===== src/rtl/dmem_arbiter.sv =====
// dmem_arbiter: shares a single-port data memory between a read-only fetch
// port (F) and a read/write data port (D).
//
// Arbitration is round-robin, with one transaction in flight at a time.
// Addresses are bounds-checked. An out-of-bounds access is answered with err
// and never reaches the memory.
//
// Ports:
//   clk, rst_n                      clock, async active-low reset
//   f_req/f_addr                    fetch read request
//   f_gnt/f_rvalid/f_rdata/f_err    fetch grant and response
//   d_req/d_we/d_addr/d_wdata       data request
//   d_gnt/d_rvalid/d_rdata/d_err    data grant and response/write-ack
//   mem_en/mem_we/mem_addr/mem_wdata  memory command (ACCESS state only)
//   mem_rdata                       memory read data, valid the cycle after mem_en
//   busy                            FSM not IDLE
//
// Timing: gnt at T, memory access at T+1, rvalid at T+2, next gnt at T+3 or later.
// gnt is combinational from req, so a requester sees it in the same cycle.
// The remaining outputs decode from registered state, so they drop to 0 as
// soon as reset is asserted.
module dmem_arbiter #(
  parameter int unsigned MEM_SIZE = 512,
  parameter int unsigned DATA_W   = 64
) (
  input  logic              clk,
  input  logic              rst_n,
  input  logic              f_req,
  input  logic [63:0]       f_addr,
  output logic              f_gnt,
  output logic              f_rvalid,
  output logic [DATA_W-1:0] f_rdata,
  output logic              f_err,
  input  logic              d_req,
  input  logic              d_we,
  input  logic [63:0]       d_addr,
  input  logic [DATA_W-1:0] d_wdata,
  output logic              d_gnt,
  output logic              d_rvalid,
  output logic [DATA_W-1:0] d_rdata,
  output logic              d_err,
  output logic              mem_en,
  output logic              mem_we,
  output logic [63:0]       mem_addr,
  output logic [DATA_W-1:0] mem_wdata,
  input  logic [DATA_W-1:0] mem_rdata,
  output logic              busy
);

  localparam int unsigned ADDR_W = 64;
  // Highest legal word start address; compared on all 64 bits so that no wrap occurs.
  localparam logic [ADDR_W-1:0] MAX_ADDR = ADDR_W'(MEM_SIZE - 8);

  typedef enum logic [1:0] {
    IDLE   = 2'd0,
    ACCESS = 2'd1,
    RESP   = 2'd2
  } state_t;

  typedef enum logic {
    OWN_F = 1'b0,
    OWN_D = 1'b1
  } owner_t;

  state_t              state_q, state_d;
  owner_t              last_owner_q, owner_q;
  logic [ADDR_W-1:0]   addr_q;
  logic [DATA_W-1:0]   wdata_q;
  logic                we_q;
  logic                sel_f, sel_d;
  logic                err;
  logic [DATA_W-1:0]   resp_data;

  assign err = (addr_q > MAX_ADDR);

  // State register and request latch
  always_ff @(posedge clk or negedge rst_n) begin
    if (!rst_n) begin
      state_q      <= IDLE;
      last_owner_q <= OWN_F;
      owner_q      <= OWN_F;
      addr_q       <= '0;
      wdata_q      <= '0;
      we_q         <= 1'b0;
    end else begin
      state_q <= state_d;
      if (sel_d) begin
        addr_q       <= d_addr;
        wdata_q      <= d_wdata;
        we_q         <= d_we;
        owner_q      <= OWN_D;
        last_owner_q <= OWN_D;
      end else if (sel_f) begin
        addr_q       <= f_addr;
        wdata_q      <= '0;
        we_q         <= 1'b0;
        owner_q      <= OWN_F;
        last_owner_q <= OWN_F;
      end
    end
  end

  // Next-state, arbitration and output decode
  always_comb begin
    state_d   = state_q;
    sel_f     = 1'b0;
    sel_d     = 1'b0;
    f_gnt     = 1'b0;
    d_gnt     = 1'b0;
    f_rvalid  = 1'b0;
    f_rdata   = '0;
    f_err     = 1'b0;
    d_rvalid  = 1'b0;
    d_rdata   = '0;
    d_err     = 1'b0;
    mem_en    = 1'b0;
    mem_we    = 1'b0;
    mem_addr  = '0;
    mem_wdata = '0;
    resp_data = '0;
    busy      = (state_q != IDLE);

    case (state_q)
      IDLE: begin
        // On a tie the port that did not own the last transaction wins.
        // rst_n gating keeps gnt low while reset is held.
        if (rst_n) begin
          if (f_req && d_req) begin
            sel_d = (last_owner_q == OWN_F);
            sel_f = ~sel_d;
          end else begin
            sel_f = f_req;
            sel_d = d_req;
          end
        end
        f_gnt = sel_f;
        d_gnt = sel_d;
        if (sel_f || sel_d) state_d = ACCESS;
      end

      ACCESS: begin
        if (!err) begin
          mem_en    = 1'b1;
          mem_we    = we_q;
          mem_addr  = addr_q;
          mem_wdata = wdata_q;
        end
        state_d = RESP;
      end

      RESP: begin
        if (!err && !we_q) resp_data = mem_rdata;
        if (owner_q == OWN_D) begin
          d_rvalid = 1'b1;
          d_err    = err;
          d_rdata  = resp_data;
        end else begin
          f_rvalid = 1'b1;
          f_err    = err;
          f_rdata  = resp_data;
        end
        state_d = IDLE;
      end

      default: state_d = IDLE;
    endcase
  end

endmodule


===== config.mk =====
export PLATFORM = sky130hd
export DESIGN_NAME = dmem_arbiter
export DESIGN_NICKNAME = d
export VERILOG_FILES = /design/src/rtl/dmem_arbiter.sv
export SDC_FILE = /design/constraint.sdc
export NUM_CORES = 1
export LEC_CHECK = 0
export ABC_CLOCK_PERIOD_IN_PS = 2300
export CORE_AREA = 2 2 205 207
export CTS_BUF_LIST = sky130_fd_sc_hd__clkbuf_2
export DETAILED_ROUTE_END_ITERATION = 12
export DIE_AREA = 0 0 207 209
export GPL_ROUTABILITY_DRIVEN = 0
export GPL_TIMING_DRIVEN = 0
export PLACE_DENSITY_LB_ADDON = 0.25
export SLEW_MARGIN = 20
export SYNTH_ARGS = -nofsm -noshare
export SYNTH_HDL_FRONTEND = slang
export SYNTH_SLANG_ARGS = --single-unit

===== constraint.sdc =====
create_clock -name clk -period 2.3 [get_ports clk]
set_clock_uncertainty 0.2 [all_clocks]
set_input_delay 0.23 -clock clk [delete_from_list [all_inputs] [get_ports clk]]
set_output_delay 0.23 -clock clk [all_outputs]
set_load 0.01 [all_outputs]

* After elaboration in Yosys (flattened, before gate mapping)
Index checks and enable logic that the tools add are counted.
** Storage, ports and cells
- Register bits after elaboration :: 132
- Output and inout port bits :: 265
- Logic and storage cells :: 56
** Operators by class
- Order comparisons :: 1
- Eq/ne operators :: 3
- Muxes and demuxes :: 38
- Bitwise gates (word level) :: 1
- Reductions and logical operators :: 8
** Operators by type and width (count)
- $mux 64 :: 13
- $gt 64x9->1 const B :: 1
- $mux 1 :: 23
- $pmux 2 s2 :: 1
- $reduce_bool 2->1 :: 2
- $eq 2x1->1 const B :: 1
- $eq 2x2->1 const B :: 1
- $logic_and 1x1->1 :: 2
- $logic_not 1->1 :: 2
- $logic_not 2->1 :: 1
- $mux 2 :: 1
- $ne 2x2->1 const B :: 1
- $logic_or 1x1->1 :: 1
- $not 1->1 :: 1

* Depth between registers and ports, before layout
- Depth after elaboration :: 7
- Mapped depth :: 7
- Depth with buffers taken out :: 5

* Worst setup path before layout
No wires, ideal clock.
- Path kind :: register -> output
- Start point :: register addr_q[28]
- End point :: output port d_rdata[0]
- Arrival :: 1.887 ns
- Required time :: 1.870 ns
- Path slack :: -0.017 ns
- Cell stages (with the launch flop) :: 8
- Buffers on the path :: 3
- Path through :: dfrtp_1 nor4_1 nand4_1 or4_1 buf_2 buf_6 buf_6 nor3_2
** Between the ends
- Cells in the longest elaborated chain, start to end :: 6
** Ends and longest elaborated chain
- start, declared :: RTL line 67 : logic [ADDR_W-1:0] addr_q;
- start signal, assigned :: RTL line 88 : addr_q <= d_addr;
- start signal, assigned :: RTL line 94 : addr_q <= f_addr;
- $gt 64x9->1 :: RTL line 74 : assign err = (addr_q > MAX_ADDR);
- $logic_not 1->1 :: RTL line 152 : if (!err && !we_q) resp_data = mem_rdata;
- $logic_and 1x1->1 :: RTL line 152
- $mux 64 :: RTL line 152
- $mux 64 :: RTL line 153 : if (owner_q == OWN_D) begin
- $mux 64 :: RTL line 123 : case (state_q)
- end, declared :: RTL line 40 : output logic [DATA_W-1:0] d_rdata,
Every way passes these cells.

* Worst setup path in the final report
- Start point :: register addr_q[24]
- End point :: output port f_rdata[21]
** Between the ends
- Cells in the longest elaborated chain, start to end :: 6
** Ends and longest elaborated chain
- $gt 64x9->1 :: RTL line 74
- $logic_not 1->1 :: RTL line 152
- $logic_and 1x1->1 :: RTL line 152
- $mux 64 :: RTL line 152
- $mux 64 :: RTL line 153
- $mux 64 :: RTL line 123
- end, declared :: RTL line 32 : output logic [DATA_W-1:0] f_rdata,
Every way passes these cells.

==> results by group <==
Floorplan
  – Die width: 207 um
  – Initial Utilization: 22.2%
  – Core Region: 0.0413 mm^2
  – Num ports: 526
  – Area of the die: 0.0433 mm^2
  – Row cnt: 75
  – Die height: 209 um

Outcome
  – Failing checks: negative setup slack
  – Outcome: finished, violations left

Global route
  – Largest net degree at the start of global routing: 72
  – Vias in the first global route: 11100
  – Total Routing Usage GR: 19.8%
  – Gr ovfl total: 0
  – Number of antenna violations at the first check in global routing: 6
  – First-pass GRT wire length: 66900 um

Timing
  – Worst slew pin tran: 0.848 ns
  – Crit path time final: 3.53 ns
  – RSZ-0062 raised after global routing: yes
  – Final WS setup: -1.23 ns
  – F_max: 283 MHz
  – Final-report hold violation count: 0
  – Tcrit/Tclk final: 154%
  – Fin. max-slew vios: 0
  – Slew headroom: 43.5%
  – Final setup fails: 340

Detailed routing
  – Drt drc: 0
  – WL final: 44700 um
  – DR WL/cell: 18.2 um
  – DRT iter0 DRCs: 473
  – Routed vias/inst: 4.43
  – Final ANT Viol Nets: 0
  – DR vias: 10900
  – TritonRoute pass-1 iters: 5

Pwr
  – Peak VDD IR: 319 uV
  – Leakage: 0.00721 uW
  – PwrDens: 576 mW/mm^2

Critical path
  – Slowest stage delay, CP: 0.58 ns
  – WP buf/inv: 4
  – Critical path, cell by cell: nor4_4 > nand4_1 > or4_4 > buf_12 > buf_12 > buf_12 > nor3_2 > buf_2
  – Data required, critical path: 1.87 ns
  – Cell repeated most along the worst path: buf_12
  – Reg2reg setup slack: 0.10 ns
  – Critical path capture point type: output pin
  – CP max stage cell: or4_4
  – Worst Path Arrival: 3.10 ns
  – Crit path kind: reg2out
  – Worst path top cell family by delay: simple AND/OR/NAND/NOR gates
  – Nature of the critical path startpoint: flip-flop
  – Critical Path Fanout Max: 10

Job
  – MaxCap Viol Count: 0

Yosys
  – Post-synthesis sequential area ratio: 36.1%
  – Syn avg cell area: 8.06 um^2
  – Yosys warns: 0
  – Synthesis-stage register bit count: 132
  – Adder-Cell Fraction of Synth Area: 0%
  – Post-Syn Instances: 1135
  – Xor/xnor share of the synthesized area: 0%
  – Mapped Area: 0.00915 mm^2
  – Count of cell types in the netlist: 23
  – Main combinational cell family by area after synthesis: simple AND/OR/NAND/NOR gates
  – Post-synthesis mux area share: 0%
  – Post-synthesis simple-gate area fraction: 41.9%
  – Compound-Gate Fraction of Synth Area: 10.8%

Clocking
  – CTS sink cnt: 132
  – Worst skew pair latency: 0.71 ns
  – CTS buffer count: 17
  – Clock-pin slew on the worst setup and hold paths: 0.22 ns
  – Worst-case clock buffer depth: 2
  – Clock root buffer: clkbuf_2
  – CTS tree: yes
  – H-tree levels: 4

Finish
  – Fin area: 0.0173 mm^2
  – Layout overhead on the synthesized area: 89.5%
  – Register area: 0.00331 mm^2
  – Multi-input gate area in the final layout: 0.00555 mm^2
  – Nets: 2162
  – Share of cells above drive strength 1: 31.4%
  – Layout fillers: 4218

Hold path
  – Hold Crit Class: in2reg

Place
  – Setup WS pre-CTS: -1.46 ns
  – Post-DP HPWL: 33700 um
  – Placed cell areas: 0.0148 mm^2
  – Number of buffers added on ports: 470
cell families (layout without fill, tap and decap cells):
kind of cell           Yosys count  count (layout)
and+or+nand+nor                694             694
other                            1              59
buffers and inverters          176             900
DFF                            132             132
AOI/OAI and AO/OA              132             132
report_power, final:
group	switching [uW]	internal [uW]
sequential	797	3390
combinational	2350	2010
clock	965	494
total	4110	5890
area by class of cell:
cell class,count,share of cell area (%)
Antenna cell,4,0.0577
Buffer,169,7.26
Clock buffer,18,0.519
Clock inverter,13,0.786
Inverter,5,0.108
Multi-Input combinational cell,881,32.0
Sequential cell,132,19.1
Tap cell,539,3.89
Timing Repair Buffer,695,36.3
stage by stage:
stage,hold slack (ns),power (uW),cells,setup TNS [ns],utilization (%)
4_1_cts,-0.294,9900,2438,-301.24,40.7
2_1_floorplan,-0.266,6310,1189,-3.10,-
3_5_place_dp,0.0217,7900,2200,-387.65,35.9
6_report,0.275,10000,2456,-324.79,42.0
5_1_grt,0.203,10700,2456,-367.88,42.0
3_3_place_gp,0.283,7830,2198,-1716.50,35.8
synthesized netlist by cell type (all sizes together):
cell type  count  area share (%)
nand2        335              14
nor2          66             2.7
conb           1           0.041
dfrtp        132              36
buf           91             7.6
a22o          65             6.2
nor2b         65             4.4
nor3         205              19
a31oi         64             4.4
nand4          4            0.27
o211ai         1           0.082
and3b          1           0.096
nor3b          3            0.25
o21a           2            0.16
or4            1           0.082
clkbuf        80             3.3
inv            5            0.21
nand3          1           0.055
nor4          13            0.89
path summary, 6_finish.rpt:
path / from / end / cells after the start
worst max-delay path: addr_q[24] / f_rdata[21] / 8
worst max register to register: owner_q / wdata_q[38] / 8
worst min register to register: wdata_q[16] / wdata_q[16] / 1
worst min-delay path: d_req / addr_q[3] / 6
max in group asynchronous: rst_n / wdata_q[59] / 9
min in group asynchronous: rst_n / addr_q[23] / 9
placed cells by master, fill, tap and decap left out, types with 12 or more instances in the layout:
cell type	synthesis	final
clkbuf_2	0	39
nor3_1	55	16
a22o_1	65	65
nor3_2	150	156
nor2_1	66	65
clkdlybuf4s50_1	0	259
dlygate4sd3_1	0	194
dfrtp_1	132	129
conb_1	1	55
nor2b_1	65	65
nor3_4	0	33
buf_2	16	191
a31oi_1	64	64
buf_4	55	84
clkbuf_1	80	47
buf_6	17	17
buf_12	0	18
nand2_1	335	335
buf_16	0	12
flip-flops by register name (all words and copies together), names as in the netlist:
register and flops:
addr_q 64, owner_q 1, state_q 2, wdata_q 64
we_q 1
per-layer routing:
| metal | vias to the layer above | GRT usage, % | share of wire, % |
|---|---|---|---|
| met3 | 42 | 4.33 | 5.5 |
| met2 | 408 | 36.8 | 53 |
| met4 | 2 | 5.47 | 2.0 |
| met1 | 5161 | 22.9 | 40 |
| met5 | - | 0 | 0.025 |
| li1 | 5265 | - | - |
what timing repair did:
| action | in CTS | in global routing |
|---|---|---|
| setup buffers | 3 | 12 |
| gates cloned | 4 | 3 |
| pin swaps | 28 | 10 |
| gates resized for setup | 925 | 178 |
| hold buffers | 200 | 1 |
| endpoints found under the hold margin | 261 | 132 |
| setup endpoints to repair | 324 | 341 |
worst reg2reg max path: cells and delay by family, from the launching register on:
family	cells	cell delay, ns
AO/OA/AOI/OAI	2	0.42
flip-flops	1	0.48
buffers and inverters	5	0.91
AND/OR/NAND/NOR	1	0.16
(Power assumes the default switching activity.)
